File: src/rtl/axi_lite_cmd_master_pkg.sv
// ----------------------------------------------------------------------------
// axi_lite_cmd_master_pkg
// Shared definitions for the AXI4-Lite command master: FSM state type and
// AXI response codes.
// ----------------------------------------------------------------------------
package axi_lite_cmd_master_pkg;

  typedef enum logic [2:0] {
    ST_IDLE  = 3'd0,
    ST_WR    = 3'd1,
    ST_WRESP = 3'd2,
    ST_RD    = 3'd3,
    ST_RDATA = 3'd4,
    ST_RSP   = 3'd5
  } state_e;

  localparam logic [1:0] RESP_OKAY    = 2'b00;
  localparam logic [1:0] RESP_EXOKAY  = 2'b01;
  localparam logic [1:0] RESP_SLVERR  = 2'b10;
  localparam logic [1:0] RESP_DECERR  = 2'b11;
  // Reported on a watchdog abort; shares the DECERR code on the response port.
  localparam logic [1:0] RESP_TIMEOUT = 2'b11;

  // States in which an AXI transaction is outstanding and the watchdog runs.
  function automatic logic is_busy(state_e s);
    return (s == ST_WR) || (s == ST_WRESP) || (s == ST_RD) || (s == ST_RDATA);
  endfunction

endpackage

File: src/rtl/axi_lite_cmd_master_if.sv
// ----------------------------------------------------------------------------
// axi_lite_cmd_master_if
// AXI4-Lite bus bundle between the command master and a register slave.
// Ports (signals):
//   AW: awaddr, awvalid, awready     W: wdata, wstrb, wvalid, wready
//   B : bresp, bvalid, bready        AR: araddr, arvalid, arready
//   R : rdata, rresp, rvalid, rready
// Modports: master (drives addresses/data/valids/readies), slave (mirror).
// ----------------------------------------------------------------------------
interface axi_lite_cmd_master_if #(
  parameter int unsigned ADDRESS_SIZE = 32,
  parameter int unsigned DATA_SIZE    = 32
) ();

  logic [ADDRESS_SIZE-1:0] awaddr;
  logic                    awvalid;
  logic                    awready;
  logic [DATA_SIZE-1:0]    wdata;
  logic [DATA_SIZE/8-1:0]  wstrb;
  logic                    wvalid;
  logic                    wready;
  logic [1:0]              bresp;
  logic                    bvalid;
  logic                    bready;
  logic [ADDRESS_SIZE-1:0] araddr;
  logic                    arvalid;
  logic                    arready;
  logic [DATA_SIZE-1:0]    rdata;
  logic [1:0]              rresp;
  logic                    rvalid;
  logic                    rready;

  modport master (
    output awaddr, awvalid, wdata, wstrb, wvalid, bready, araddr, arvalid, rready,
    input  awready, wready, bresp, bvalid, arready, rdata, rresp, rvalid
  );

  modport slave (
    input  awaddr, awvalid, wdata, wstrb, wvalid, bready, araddr, arvalid, rready,
    output awready, wready, bresp, bvalid, arready, rdata, rresp, rvalid
  );

endinterface

File: src/rtl/axi_lite_cmd_master.sv
// ----------------------------------------------------------------------------
// axi_lite_cmd_master
// Turns one-at-a-time register commands into single AXI4-Lite read or write
// transactions and returns one response per command. A per-transaction
// watchdog aborts a transaction the slave never completes.
// Ports:
//   aclk, aresetn           clock, synchronous active-low reset
//   cmd_valid/cmd_ready     command handshake
//   cmd_write, cmd_addr, cmd_wdata, cmd_wstrb   command payload
//   rsp_valid/rsp_ready     response handshake
//   rsp_rdata, rsp_resp, rsp_timeout            response payload
//   m_axi                   AXI4-Lite master bus (interface, master modport)
// All outputs come straight from flops.
// ----------------------------------------------------------------------------
module axi_lite_cmd_master
  import axi_lite_cmd_master_pkg::*;
#(
  parameter int unsigned ADDRESS_SIZE   = 32,
  parameter int unsigned DATA_SIZE      = 32,
  parameter int unsigned TIMEOUT_CYCLES = 1024
) (
  input  logic                    aclk,
  input  logic                    aresetn,
  input  logic                    cmd_valid,
  output logic                    cmd_ready,
  input  logic                    cmd_write,
  input  logic [ADDRESS_SIZE-1:0] cmd_addr,
  input  logic [DATA_SIZE-1:0]    cmd_wdata,
  input  logic [DATA_SIZE/8-1:0]  cmd_wstrb,
  output logic                    rsp_valid,
  input  logic                    rsp_ready,
  output logic [DATA_SIZE-1:0]    rsp_rdata,
  output logic [1:0]              rsp_resp,
  output logic                    rsp_timeout,
  axi_lite_cmd_master_if.master   m_axi
);

  localparam int unsigned CNT_W = (TIMEOUT_CYCLES > 0) ? $clog2(TIMEOUT_CYCLES + 1) : 1;
  localparam logic [CNT_W-1:0] CNT_MAX  = CNT_W'(TIMEOUT_CYCLES);
  localparam logic [CNT_W-1:0] CNT_LAST = CNT_W'(TIMEOUT_CYCLES - 1);
  localparam logic             WD_ON    = (TIMEOUT_CYCLES != 0);

  state_e                  state_q,       state_d;
  logic                    cmd_ready_q,   cmd_ready_d;
  logic [ADDRESS_SIZE-1:0] addr_q,        addr_d;
  logic [DATA_SIZE-1:0]    wdata_q,       wdata_d;
  logic [DATA_SIZE/8-1:0]  wstrb_q,       wstrb_d;
  logic                    awvalid_q,     awvalid_d;
  logic                    wvalid_q,      wvalid_d;
  logic                    bready_q,      bready_d;
  logic                    arvalid_q,     arvalid_d;
  logic                    rready_q,      rready_d;
  logic                    rsp_valid_q,   rsp_valid_d;
  logic [DATA_SIZE-1:0]    rsp_rdata_q,   rsp_rdata_d;
  logic [1:0]              rsp_resp_q,    rsp_resp_d;
  logic                    rsp_timeout_q, rsp_timeout_d;
  logic [CNT_W-1:0]        cnt_q,         cnt_d;

  logic expire;
  logic abort;

  always_comb begin
    state_d       = state_q;
    cmd_ready_d   = cmd_ready_q;
    addr_d        = addr_q;
    wdata_d       = wdata_q;
    wstrb_d       = wstrb_q;
    awvalid_d     = awvalid_q;
    wvalid_d      = wvalid_q;
    bready_d      = bready_q;
    arvalid_d     = arvalid_q;
    rready_d      = rready_q;
    rsp_valid_d   = rsp_valid_q;
    rsp_rdata_d   = rsp_rdata_q;
    rsp_resp_d    = rsp_resp_q;
    rsp_timeout_d = rsp_timeout_q;
    cnt_d         = cnt_q;
    abort         = 1'b0;

    // Expiry fires on the cycle whose count reaches the limit; any handshake
    // completing on that same cycle is evaluated first and takes priority.
    expire = WD_ON && (cnt_q >= CNT_LAST);

    if (is_busy(state_q) && (cnt_q != CNT_MAX)) begin
      cnt_d = cnt_q + CNT_W'(1);
    end

    case (state_q)
      ST_IDLE: begin
        cmd_ready_d = 1'b1;
        if (cmd_valid && cmd_ready_q) begin
          cmd_ready_d   = 1'b0;
          addr_d        = cmd_addr;
          cnt_d         = '0;
          rsp_rdata_d   = '0;
          rsp_resp_d    = RESP_OKAY;
          rsp_timeout_d = 1'b0;
          if (cmd_write) begin
            wdata_d   = cmd_wdata;
            wstrb_d   = cmd_wstrb;
            awvalid_d = 1'b1;
            wvalid_d  = 1'b1;
            state_d   = ST_WR;
          end else begin
            arvalid_d = 1'b1;
            state_d   = ST_RD;
          end
        end
      end

      ST_WR: begin
        // AW and W retire independently; each valid falls after its own handshake.
        awvalid_d = awvalid_q && !m_axi.awready;
        wvalid_d  = wvalid_q  && !m_axi.wready;
        if (!awvalid_d && !wvalid_d) begin
          bready_d = 1'b1;
          state_d  = ST_WRESP;
        end else if (expire) begin
          abort = 1'b1;
        end
      end

      ST_WRESP: begin
        if (bready_q && m_axi.bvalid) begin
          bready_d    = 1'b0;
          rsp_resp_d  = m_axi.bresp;
          rsp_valid_d = 1'b1;
          state_d     = ST_RSP;
        end else if (expire) begin
          abort = 1'b1;
        end
      end

      ST_RD: begin
        if (arvalid_q && m_axi.arready) begin
          arvalid_d = 1'b0;
          rready_d  = 1'b1;
          state_d   = ST_RDATA;
        end else if (expire) begin
          abort = 1'b1;
        end
      end

      ST_RDATA: begin
        if (rready_q && m_axi.rvalid) begin
          rready_d    = 1'b0;
          rsp_rdata_d = m_axi.rdata;
          rsp_resp_d  = m_axi.rresp;
          rsp_valid_d = 1'b1;
          state_d     = ST_RSP;
        end else if (expire) begin
          abort = 1'b1;
        end
      end

      ST_RSP: begin
        if (rsp_ready) begin
          rsp_valid_d = 1'b0;
          cmd_ready_d = 1'b1;
          state_d     = ST_IDLE;
        end
      end

      default: state_d = ST_IDLE;
    endcase

    if (abort) begin
      awvalid_d     = 1'b0;
      wvalid_d      = 1'b0;
      bready_d      = 1'b0;
      arvalid_d     = 1'b0;
      rready_d      = 1'b0;
      rsp_rdata_d   = '0;
      rsp_resp_d    = RESP_TIMEOUT;
      rsp_timeout_d = 1'b1;
      rsp_valid_d   = 1'b1;
      state_d       = ST_RSP;
    end
  end

  always_ff @(posedge aclk) begin
    if (!aresetn) begin
      state_q       <= ST_IDLE;
      cmd_ready_q   <= 1'b0;
      addr_q        <= '0;
      wdata_q       <= '0;
      wstrb_q       <= '0;
      awvalid_q     <= 1'b0;
      wvalid_q      <= 1'b0;
      bready_q      <= 1'b0;
      arvalid_q     <= 1'b0;
      rready_q      <= 1'b0;
      rsp_valid_q   <= 1'b0;
      rsp_rdata_q   <= '0;
      rsp_resp_q    <= '0;
      rsp_timeout_q <= 1'b0;
      cnt_q         <= '0;
    end else begin
      state_q       <= state_d;
      cmd_ready_q   <= cmd_ready_d;
      addr_q        <= addr_d;
      wdata_q       <= wdata_d;
      wstrb_q       <= wstrb_d;
      awvalid_q     <= awvalid_d;
      wvalid_q      <= wvalid_d;
      bready_q      <= bready_d;
      arvalid_q     <= arvalid_d;
      rready_q      <= rready_d;
      rsp_valid_q   <= rsp_valid_d;
      rsp_rdata_q   <= rsp_rdata_d;
      rsp_resp_q    <= rsp_resp_d;
      rsp_timeout_q <= rsp_timeout_d;
      cnt_q         <= cnt_d;
    end
  end

  assign cmd_ready     = cmd_ready_q;
  assign rsp_valid     = rsp_valid_q;
  assign rsp_rdata     = rsp_rdata_q;
  assign rsp_resp      = rsp_resp_q;
  assign rsp_timeout   = rsp_timeout_q;

  assign m_axi.awaddr  = addr_q;
  assign m_axi.awvalid = awvalid_q;
  assign m_axi.wdata   = wdata_q;
  assign m_axi.wstrb   = wstrb_q;
  assign m_axi.wvalid  = wvalid_q;
  assign m_axi.bready  = bready_q;
  assign m_axi.araddr  = addr_q;
  assign m_axi.arvalid = arvalid_q;
  assign m_axi.rready  = rready_q;

endmodule

File: src/flat_wrapper.sv
// flat-port wrapper written by rule: the top's interface ports become plain ports
module axi_lite_cmd_master_flat import axi_lite_cmd_master_pkg::*;
#(
  parameter int unsigned ADDRESS_SIZE   = 32,
  parameter int unsigned DATA_SIZE      = 32,
  parameter int unsigned TIMEOUT_CYCLES = 1024
)
  (aclk, aresetn, cmd_valid, cmd_ready, cmd_write, cmd_addr, cmd_wdata, cmd_wstrb, rsp_valid, rsp_ready, rsp_rdata, rsp_resp, rsp_timeout, m_axi_awaddr, m_axi_awvalid, m_axi_wdata, m_axi_wstrb, m_axi_wvalid, m_axi_bready, m_axi_araddr, m_axi_arvalid, m_axi_rready, m_axi_awready, m_axi_wready, m_axi_bresp, m_axi_bvalid, m_axi_arready, m_axi_rdata, m_axi_rresp, m_axi_rvalid);
  axi_lite_cmd_master_if #(.ADDRESS_SIZE(ADDRESS_SIZE), .DATA_SIZE(DATA_SIZE)) m_axi_i ();
  input  logic aclk;
  input  logic aresetn;
  input  logic cmd_valid;
  output logic cmd_ready;
  input  logic cmd_write;
  input  logic [ADDRESS_SIZE-1:0] cmd_addr;
  input  logic [DATA_SIZE-1:0] cmd_wdata;
  input  logic [DATA_SIZE/8-1:0] cmd_wstrb;
  output logic rsp_valid;
  input  logic rsp_ready;
  output logic [DATA_SIZE-1:0] rsp_rdata;
  output logic [1:0] rsp_resp;
  output logic rsp_timeout;
  output wire logic [$bits(m_axi_i.awaddr)-1:0] m_axi_awaddr;
  output wire logic [$bits(m_axi_i.awvalid)-1:0] m_axi_awvalid;
  output wire logic [$bits(m_axi_i.wdata)-1:0] m_axi_wdata;
  output wire logic [$bits(m_axi_i.wstrb)-1:0] m_axi_wstrb;
  output wire logic [$bits(m_axi_i.wvalid)-1:0] m_axi_wvalid;
  output wire logic [$bits(m_axi_i.bready)-1:0] m_axi_bready;
  output wire logic [$bits(m_axi_i.araddr)-1:0] m_axi_araddr;
  output wire logic [$bits(m_axi_i.arvalid)-1:0] m_axi_arvalid;
  output wire logic [$bits(m_axi_i.rready)-1:0] m_axi_rready;
  input wire logic [$bits(m_axi_i.awready)-1:0] m_axi_awready;
  input wire logic [$bits(m_axi_i.wready)-1:0] m_axi_wready;
  input wire logic [$bits(m_axi_i.bresp)-1:0] m_axi_bresp;
  input wire logic [$bits(m_axi_i.bvalid)-1:0] m_axi_bvalid;
  input wire logic [$bits(m_axi_i.arready)-1:0] m_axi_arready;
  input wire logic [$bits(m_axi_i.rdata)-1:0] m_axi_rdata;
  input wire logic [$bits(m_axi_i.rresp)-1:0] m_axi_rresp;
  input wire logic [$bits(m_axi_i.rvalid)-1:0] m_axi_rvalid;
  assign m_axi_awaddr = m_axi_i.awaddr;
  assign m_axi_awvalid = m_axi_i.awvalid;
  assign m_axi_wdata = m_axi_i.wdata;
  assign m_axi_wstrb = m_axi_i.wstrb;
  assign m_axi_wvalid = m_axi_i.wvalid;
  assign m_axi_bready = m_axi_i.bready;
  assign m_axi_araddr = m_axi_i.araddr;
  assign m_axi_arvalid = m_axi_i.arvalid;
  assign m_axi_rready = m_axi_i.rready;
  assign m_axi_i.awready = m_axi_awready;
  assign m_axi_i.wready = m_axi_wready;
  assign m_axi_i.bresp = m_axi_bresp;
  assign m_axi_i.bvalid = m_axi_bvalid;
  assign m_axi_i.arready = m_axi_arready;
  assign m_axi_i.rdata = m_axi_rdata;
  assign m_axi_i.rresp = m_axi_rresp;
  assign m_axi_i.rvalid = m_axi_rvalid;
  axi_lite_cmd_master #(.ADDRESS_SIZE(ADDRESS_SIZE), .DATA_SIZE(DATA_SIZE), .TIMEOUT_CYCLES(TIMEOUT_CYCLES)) u_core (.aclk(aclk), .aresetn(aresetn), .cmd_valid(cmd_valid), .cmd_ready(cmd_ready), .cmd_write(cmd_write), .cmd_addr(cmd_addr), .cmd_wdata(cmd_wdata), .cmd_wstrb(cmd_wstrb), .rsp_valid(rsp_valid), .rsp_ready(rsp_ready), .rsp_rdata(rsp_rdata), .rsp_resp(rsp_resp), .rsp_timeout(rsp_timeout), .m_axi(m_axi_i));
endmodule
File: config.mk
export PLATFORM = sky130hd
export DESIGN_NAME = axi_lite_cmd_master_flat
export DESIGN_NICKNAME = d
export VERILOG_FILES = /design/src/rtl/axi_lite_cmd_master_pkg.sv /design/src/rtl/axi_lite_cmd_master_if.sv /design/src/rtl/axi_lite_cmd_master.sv /design/src/flat_wrapper.sv
export SDC_FILE = /design/constraint.sdc
export NUM_CORES = 1
export LEC_CHECK = 0
export ABC_AREA = 1
export ABC_CLOCK_PERIOD_IN_PS = 1400
export CAP_MARGIN = 30
export CORE_UTILIZATION = 25
export DETAILED_ROUTE_END_ITERATION = 8
export PLACE_DENSITY = 0.64
export SLEW_MARGIN = 25
export SYNTH_ARGS = -nofsm -noshare
export SYNTH_HDL_FRONTEND = slang
export SYNTH_SLANG_ARGS = --single-unit
File: constraint.sdc
create_clock -name aclk -period 1.4 [get_ports aclk]
set_input_delay 0.14 -clock aclk [delete_from_list [all_inputs] [get_ports aclk]]
set_output_delay 0.14 -clock aclk [all_outputs]
set_load 0.01 [all_outputs]
==> results of run 1 <==
==> power by group <==
group          switching, W  internal (W)
Combinational       0.00381       0.00331
Sequential         0.000478       0.00422
Clock               0.00176       0.00248
==> metrics by stage <==
stage | power, W | TNS [ns] | hold WS [ns]
2_1_floorplan | 0.00803 | -0.486 | 0.275
3_3_place_gp | 0.0111 | -26.20 | 0.453
3_5_place_dp | 0.0111 | -26.97 | 0.449
4_1_cts | 0.0156 | -8.55 | 0.102
5_1_grt | 0.0170 | -16.90 | 0.110
6_report | 0.0161 | -7.66 | 0.121
==> tightest hold or removal path, cell delays in order <==
cell and delay (ns):
buf_2 0.20, nand2_1 0.10, nor2_1 0.04
==> path summary, 6_finish.rpt <==
check,endpoint,startpoint,slack (ns),depth (start not counted)
setup / recovery,u_core.m_axi.araddr[26],u_core.state_q[1],-0.11,9
hold / removal,u_core.rsp_resp[0],aresetn,0.12,3
setup reg to reg,u_core.m_axi.araddr[26],u_core.state_q[1],-0.11,9
hold reg to reg,u_core.rsp_resp[1],u_core.rsp_resp[1],0.46,2
==> cell usage in the layout (no fill, tap or decap), drive strengths merged <==
cell type	count
nand2	52
ha	2
buf	76
dlygate4sd2	142
o211ai	2
bufinv	1
a211oi	1
clkdlybuf4s50	112
nand3	52
nor3	1
inv	31
o21ai	118
nand4	3
clkinv	6
dfxtp	124
nor3b	1
nor2	182
a21oi	39
clkinvlp	2
a31o	2
a32o	1
nand3b	2
clkbuf	22
xor2	4
xnor2	1
==> cell families after synthesis <==
| group | after synthesis | synth area share [%] |
|---|---|---|
| simple gates | 292 | 24.7 |
| buf+inv | 96 | 10.1 |
| fa+ha+maj | 2 | 0.471 |
| flops | 124 | 46.7 |
| xor+xnor | 5 | 0.824 |
| compound gates | 163 | 17.1 |
==> timing repair <==
item | 4_1_cts | 5_1_grt
cloned | 3 | 5
buffers inserted | 13 | 2
endpoints found under the setup margin | 238 | 124
endpoints found under the hold margin | 0 | 0
pin swaps | 11 | 35
resized for setup | 207 | 80
==> flip-flops by register name, summed over array words and instances (netlist names) <==
| register | count |
|---|---|
| u_core.cmd_ready | 1 |
| u_core.cnt_q | 11 |
| u_core.m_axi.araddr | 32 |
| u_core.m_axi.arvalid | 1 |
| u_core.m_axi.awvalid | 1 |
| u_core.m_axi.bready | 1 |
| u_core.m_axi.rready | 1 |
| u_core.m_axi.wdata | 32 |
| u_core.m_axi.wstrb | 4 |
| u_core.m_axi.wvalid | 1 |
| u_core.rsp_rdata | 32 |
| u_core.rsp_resp | 2 |
| u_core.rsp_timeout | 1 |
| u_core.rsp_valid | 1 |
| u_core.state_q | 3 |
==> final cells by class <==
cell class / instances / area, um2
fill: 2062 / 11200
timing repair buffer: 334 / 3280
multi-input combinational: 463 / 2590
sequential: 124 / 2490
clock buffer: 18 / 429
tap: 270 / 338
clock inverter: 14 / 134
inverter: 26 / 118
==> per-layer routing <==
| layer | routed length (um) | global-route usage, % |
|---|---|---|
| met3 | 1590 | 6.02 |
| met1 | 7870 | 19.2 |
| met4 | 224 | 4.28 |
| met2 | 8280 | 24.9 |
| met5 | 0 | 0 |
==> impl_metrics.json, run 1 <==
{
  "io_pins": 256,
  "cp_top_family": "buffers and inverters",
  "violations": "setup timing",
  "syn_area_um2": 5310,
  "drive_above_1_share_pct": 22.7,
  "status": "finished with violations",
  "ys_seq_elements": 124,
  "grt_use_total_pct": 15.5,
  "dpl_cell_area_um2": 8310,
  "finalHoldViolations": 0,
  "grt_overflow_total": 0,
  "holdBufCountCts": 0,
  "fin_ws_ns": -0.113,
  "synth_seq_area_share_pct": 46.7,
  "yosysTopAreaCell": "dfxtp_1",
  "min_period_ns": 1.51,
  "grt_pass1_vias": 5207,
  "clk_latency_ns": 0.42,
  "avgRoutedWirePerCell_um": 14.4,
  "setup-violations-final": 120,
  "placed_cells": 1196,
  "grt_max_degree": 52,
  "worstMarginPinSlew_ns": 0.432,
  "core-area_um2": 20600,
  "slew_headroom_pct": 71.1,
  "synthesis.area_per_instance_um2": 7.79,
  "synth_edf_count": 0,
  "ys.flop_type": "dfxtp_1",
  "path_clk_slew_ns": 0.06,
  "rsz0062_at_grt": "true",
  "crit_path_max_incr_delay_ns": 0.36,
  "cts_buffers": 17,
  "max_freq_ghz": 0.661,
  "clock_skew_ns": 0.00768,
  "design_area_um2": 9390,
  "fin_util_pct": 45.7,
  "post-place-ws_ns": -0.289,
  "slew_viol_final": 0,
  "areaGrowthSynthToFinish_pct": 76.7,
  "cp.required_ns": 1.76,
  "hold_class": "input pin to flip-flop",
  "viasPerCell": 4.48,
  "gp_congestion": 0.832,
  "synth.distinct_cells": 36,
  "cts_sinks": 124,
  "crit_arrival_ns": 1.87,
  "critPathBufInv": 4,
  "crit_type": "flip-flop to flip-flop",
  "synthArstFlopShare_pct": 0,
  "row_count": 52,
  "irDropWorstVdd_v": 0.00115,
  "diodes": 0,
  "tritoncts": "yes",
  "finalNetCount": 1082,
  "dp_hpwl_um": 12000,
  "cp_max_fo": 8,
  "post-route-period-util_pct": 108,
  "port_buffers": 255,
  "grt_antenna_before_repair": 0,
  "initialDrtViolationCount": 181,
  "antenna_left": 0,
  "crit_path_end_kind": "flip-flop",
  "synth_common_cells": "nor2_1 (174), dfxtp_1 (124), o21ai_0 (115)",
  "synth_top_area_share_pct": 46.7,
  "worstPathCellList": "nor2_4 -> buf_6 -> nand2_8 -> nor2_8 -> buf_8 -> buf_12 -> clkbuf_16 -> o21ai_0 -> nor2_1",
  "htreeDepth": 4,
  "syn-num-nets": 798,
  "drc": 0,
  "clk_path_buf_depth": 2,
  "postRouteWirelength_um": 18000,
  "cap_violations": 0,
  "postSynthCellCount": 682,
  "power_leakage_nw": 4.23,
  "synth_area_leaders": "dfxtp_1 (47%), nor2_1 (12%), o21ai_0 (11%)",
  "drtPass1Iterations": 4,
  "fin_cells": 1249,
  "die_x_um": 148,
  "synth.most_common_cell": "nor2_1",
  "power_density_nw_per_um2": 1710,
  "slowest_stage": "dfxtp_4",
  "fp.dieArea_um2": 21800,
  "die_y_um": 148,
  "yosysWarningCount": 0,
  "start_kind": "flip-flop",
  "initial_utilization_pct": 25.8,
  "vias": 5594,
  "grt_pass1_wl_um": 26700,
  "cts-root-buf": "clkbuf_16"
}
Note: power is estimated with default switching activity, not from simulation.
==> run 2, diff against run 1 <==
- CORE_UTILIZATION: 25 -> 37
- PLACE_DENSITY: 0.64 -> 0.85
- SLEW_MARGIN: 25 -> 10
==> impl_metrics.json, run 2 (synthesis gave the netlist of run 1 again) <==
{
  "crit_arrival_ns": 1.83,
  "port_buffers": 255,
  "cts_buffers": 17,
  "dp_hpwl_um": 12200,
  "vias": 5646,
  "drtPass1Iterations": 5,
  "power_density_nw_per_um2": 1710,
  "irDropWorstVdd_v": 0.000915,
  "final_cell_mix": "nor2_1 (164), dlygate4sd2_1 (142), dfxtp_1 (115)",
  "status": "finished with violations",
  "initialDrtViolationCount": 372,
  "grt_max_degree": 64,
  "fin_util_pct": 63.5,
  "avgRoutedWirePerCell_um": 15.1,
  "hold_start": "aresetn",
  "die_x_um": 122,
  "fin_tns_setup_ns": -4.96,
  "antenna_left": 0,
  "r2r_cells": 8,
  "grt_overflow_total": 0,
  "htreeDepth": 4,
  "placed_cells": 1097,
  "clk_latency_ns": 0.42,
  "row_count": 43,
  "diodes": 0,
  "r2r-end": "u_core.m_axi.wdata[23]",
  "cap_violations": 0,
  "slew_headroom_pct": 75.9,
  "drive_above_1_share_pct": 19.2,
  "setup-violations-final": 116,
  "fin_ws_ns": -0.122,
  "cts_sinks": 124,
  "finalHoldViolations": 0,
  "grt_pass1_wl_um": 25400,
  "rsz0062_at_grt": "true",
  "grt_antenna_before_repair": 0,
  "violations": "setup timing",
  "postRouteWirelength_um": 17200,
  "crit_type": "flip-flop to flip-flop",
  "core-area_um2": 13900,
  "finalNetCount": 1061,
  "hold_class": "input pin to flip-flop",
  "worstMarginPinSlew_ns": 0.361,
  "fp.dieArea_um2": 14800,
  "design_area_um2": 8850,
  "fin_cells": 1137,
  "die_y_um": 122,
  "areaGrowthSynthToFinish_pct": 66.6,
  "grt_use_total_pct": 22.2,
  "post-route-period-util_pct": 109,
  "regToRegStartpoint": "u_core.state_q[1]",
  "min_period_ns": 1.52,
  "dpl_cell_area_um2": 8140,
  "worstPathCellList": "nor2_4 -> buf_4 -> nand2_4 -> nor2_8 -> nand2_8 -> buf_12 -> o21ai_2 -> nor2_1",
  "drc": 0,
  "path_clk_slew_ns": 0.06,
  "min_path_cells": 3,
  "rrSetupSlack_ns": -0.12,
  "slew_viol_final": 0,
  "layout_commonest_cell": "nor2_1",
  "start_kind": "flip-flop",
  "grt_pass1_vias": 5215,
  "hold_end": "u_core.rsp_resp[0]",
  "gp_congestion": 0.900,
  "post-place-ws_ns": -0.306,
  "io_pins": 256,
  "cts-root-buf": "clkbuf_16",
  "cp_max_fo": 20,
  "holdBufCountCts": 0,
  "critPathBufInv": 2,
  "crit_path_end_kind": "flip-flop",
  "viasPerCell": 4.97,
  "power_leakage_nw": 4.07,
  "crit_path_max_incr_delay_ns": 0.36,
  "clk_path_buf_depth": 2,
  "cp_top_family": "simple AND/OR/NAND/NOR gates",
  "cp.required_ns": 1.71,
  "initial_utilization_pct": 38.1,
  "tritoncts": "yes",
  "max_freq_ghz": 0.657,
  "clock_skew_ns": 0.0116,
  "slowest_stage": "dfxtp_4"
}
## run 2: cell types whose count changed in the layout (fill, tap and decap cells not counted), sizes merged
cell | previous run | this run
clkbuf | 22 | 19
buf | 76 | 59
inv | 31 | 25
nor2 | 182 | 181
clkinv | 6 | 8
clkinvlp | 2 | 5
## run 2: cell type report
| cell class | count | area (um2) |
|---|---|---|
| clock buffers | 18 | 429 |
| fillers | 1200 | 5080 |
| flip-flops and latches | 124 | 2500 |
| clock inverters | 13 | 121 |
| well taps | 180 | 225 |
| inverters | 26 | 108 |
| repair buffers | 314 | 3000 |
| multi-input cells | 462 | 2480 |
## run 2: per-stage QoR
stage	hold slack [ns]	total power [W]
after CTS	0.0958	0.0148
after global placement	0.449	0.0109
after global routing	0.155	0.0160
after detailed placement	0.450	0.0110
final	0.145	0.0151
after floorplan	0.275	0.00803
## run 2: worst reg2reg max path, stage by stage (launching register included)
cell     delay [ns]
dfxtp_4        0.36
nor2_4         0.17
buf_4          0.15
nand2_4        0.07
nor2_8         0.16
nand2_8        0.10
buf_12         0.18
o21ai_2        0.17
nor2_1         0.07
## run 2: worst max path at each step
stage,endpoint,from,slack (ns),cells after the start
6_report,u_core.m_axi.wdata[23],u_core.state_q[1],-0.12,8
4_1_cts,u_core.cnt_q[6],u_core.cnt_q[0],-0.08,7
2_1_floorplan,u_core.m_axi.wdata[10],u_core.state_q[0],-0.02,8
5_1_grt,u_core.m_axi.wdata[23],u_core.state_q[1],-0.17,8
3_5_place_dp,u_core.rsp_rdata[1],cmd_valid,-0.31,8
3_3_place_gp,u_core.rsp_rdata[6],cmd_valid,-0.23,8
## run 2: what timing repair did
action                     4_1_cts  5_1_grt
gates cloned                     0        2
gates resized for setup        192       55
pin swaps                        3        8
setup endpoints to repair      212      124
buffers inserted                 2        5
## run 2: power breakdown
| group | leakage [nW] | switching (W) | total [W] | internal (W) |
|---|---|---|---|---|
| logic | 2.81 | 0.00350 | 0.00636 | 0.00286 |
| registers | 1.01 | 0.000445 | 0.00467 | 0.00422 |
| clock network | 0.254 | 0.00165 | 0.00409 | 0.00243 |
| total | 4.07 | 0.00560 | 0.0151 | 0.00951 |
## run 2: layer usage
layer | vias to the layer above | GRT usage, % | wire length, um
li1 | 2747 | - | -
met1 | 2613 | 25.2 | 6870
met2 | 267 | 38.7 | 8590
met3 | 19 | 6.27 | 1380
met4 | 0 | 9.49 | 343
met5 | - | 0 | 0
==> run 3, diff against run 2 <==
- CORE_UTILIZATION: 37 -> 57
- DONT_BUFFER_PORTS: default -> 1
- PLACE_DENSITY: 0.85 -> 0.83
==> impl_metrics.json, run 3 (synthesis gave the netlist of run 1 again) <==
{
  "status": "finished with violations",
  "violations": "hold timing, setup timing",
  "postRouteWirelength_um": 20300,
  "dp_hpwl_um": 10200,
  "post-route-period-util_pct": 111,
  "regToRegStartpoint": "u_core.state_q[0]",
  "grt_antenna_before_repair": 0,
  "cts-root-buf": "clkbuf_8",
  "rrSetupSlack_ns": -0.15,
  "port_buffers": 0,
  "viasPerCell": 6.31,
  "worstMarginPinSlew_ns": 0.614,
  "clk_latency_ns": 0.51,
  "hold_class": "input pin to flip-flop",
  "cap_violations": 0,
  "drive_above_1_share_pct": 37.5,
  "crit_arrival_ns": 2.00,
  "initial_utilization_pct": 59.8,
  "die_x_um": 98.6,
  "tritoncts": "yes",
  "gp_congestion": 0.912,
  "antenna_left": 0,
  "r2r-end": "u_core.cnt_q[9]",
  "htreeDepth": 4,
  "grt_pass1_vias": 5162,
  "hold_end": "u_core.m_axi.wdata[11]",
  "hold_start": "aresetn",
  "slowest_stage": "dfxtp_4",
  "min_path_cells": 2,
  "die_y_um": 98.6,
  "intPower_w": 0.00922,
  "io_pins": 256,
  "core-area_um2": 8890,
  "max_freq_ghz": 0.644,
  "areaGrowthSynthToFinish_pct": 47.3,
  "initialDrtViolationCount": 314,
  "path_clk_slew_ns": 0.07,
  "timing.hold.ws_ns": -0.261,
  "clock_skew_ns": 0.0108,
  "grt_use_total_pct": 33.8,
  "power_density_nw_per_um2": 2010,
  "crit_type": "flip-flop to flip-flop",
  "row_count": 34,
  "grt_pass1_wl_um": 25600,
  "critPathBufInv": 2,
  "total_power_w": 0.0157,
  "final_cell_mix": "nor2_1 (128), dfxtp_1 (112), dlygate4sd3_1 (61)",
  "setup-violations-final": 113,
  "cts_sinks": 124,
  "min_period_ns": 1.55,
  "cp_max_fo": 5,
  "irDropWorstVdd_v": 0.00142,
  "cts_buffers": 17,
  "diodes": 0,
  "finalHoldViolations": 97,
  "slew_headroom_pct": 59.0,
  "vias": 5638,
  "grt_overflow_total": 0,
  "grt_max_degree": 75,
  "p_switching_w": 0.00648,
  "fin_tns_setup_ns": -5.81,
  "clockPowerShare_pct": 25.8,
  "drtPass1Iterations": 5,
  "cp.required_ns": 1.84,
  "crit_path_max_incr_delay_ns": 0.37,
  "fp.dieArea_um2": 9710,
  "r2r_cells": 10,
  "worstPathCellList": "nor2_4 -> buf_4 -> nand2_4 -> nand2_4 -> inv_2 -> nor2_4 -> nand3_2 -> nor2_2 -> nor2_1 -> nor2_1",
  "switching_share_pct": 41.3,
  "fin_ws_ns": -0.153,
  "comb_power_share_pct": 39.8,
  "avgRoutedWirePerCell_um": 22.8,
  "layout_commonest_cell": "nor2_1",
  "rsz0062_at_grt": "true",
  "power_leakage_nw": 3.05,
  "drc": 0,
  "crit_path_end_kind": "flip-flop",
  "fillers": 377,
  "clk_path_buf_depth": 2,
  "seq_power_share_pct": 34.5,
  "cp_top_family": "simple AND/OR/NAND/NOR gates",
  "finalNetCount": 888,
  "start_kind": "flip-flop",
  "slew_viol_final": 0
}
## run 3: power groups by stage
stage / logic, W / registers, W / clock network (W)
after global placement: 0.00388 / 0.00523 / 0
after floorplan: 0.00310 / 0.00493 / 0
final: 0.00624 / 0.00541 / 0.00405
after detailed placement: 0.00402 / 0.00526 / 0
after CTS: 0.00481 / 0.00521 / 0.00400
after global routing: 0.00660 / 0.00545 / 0.00420
## run 3: area by class of cell
type	count	area, um2	share of cell area [%]
Sequential cell	124	2500	32.0
Inverter	26	121	1.55
Clock buffer	19	432	5.51
Clock inverter	13	108	1.37
Timing Repair Buffer	138	1540	19.7
Multi-Input combinational cell	465	2990	38.2
Tap cell	108	135	1.73
## run 3: what timing repair did
item,4_1_cts,5_1_grt
buffers inserted,11,5
endpoints found under the setup margin,99,124
resized for setup,106,172
hold endpoints to repair,124,117
gates cloned,4,8
pin swaps,16,71
hold buffers,58,3
## run 3: stage by stage
stage                     instances  instance area, um2  util, %  setup slack (ns)
after detailed placement        772                5560     62.5            -0.117
final                           893                7830     88.0            -0.153
after global placement          772                5560     62.5           -0.0553
after global routing            893                7830     88.0            -0.226
after CTS                       877                7020     79.0           -0.0552
after floorplan                 682                5330        -           -0.0158
## run 3: metal layers
layer	vias to the layer above	track usage, %	part of all wire (%)
li1	2418	-	-
met1	2670	36.1	34
met2	420	60.7	50
met3	130	10.2	8.9
met4	0	16.2	7.1
met5	-	0	0
## run 3: worst max-delay path by stage
stage	from	endpoint	slack (ns)	cells after the start
2_1_floorplan	u_core.state_q[0]	u_core.m_axi.wdata[10]	-0.02	8
6_report	u_core.state_q[0]	u_core.cnt_q[9]	-0.15	10
3_3_place_gp	u_core.state_q[0]	u_core.cnt_q[4]	-0.06	8
3_5_place_dp	u_core.state_q[0]	u_core.cnt_q[4]	-0.12	8
4_1_cts	u_core.state_q[1]	u_core.rsp_rdata[15]	-0.06	9
5_1_grt	u_core.state_q[0]	u_core.cnt_q[9]	-0.23	10
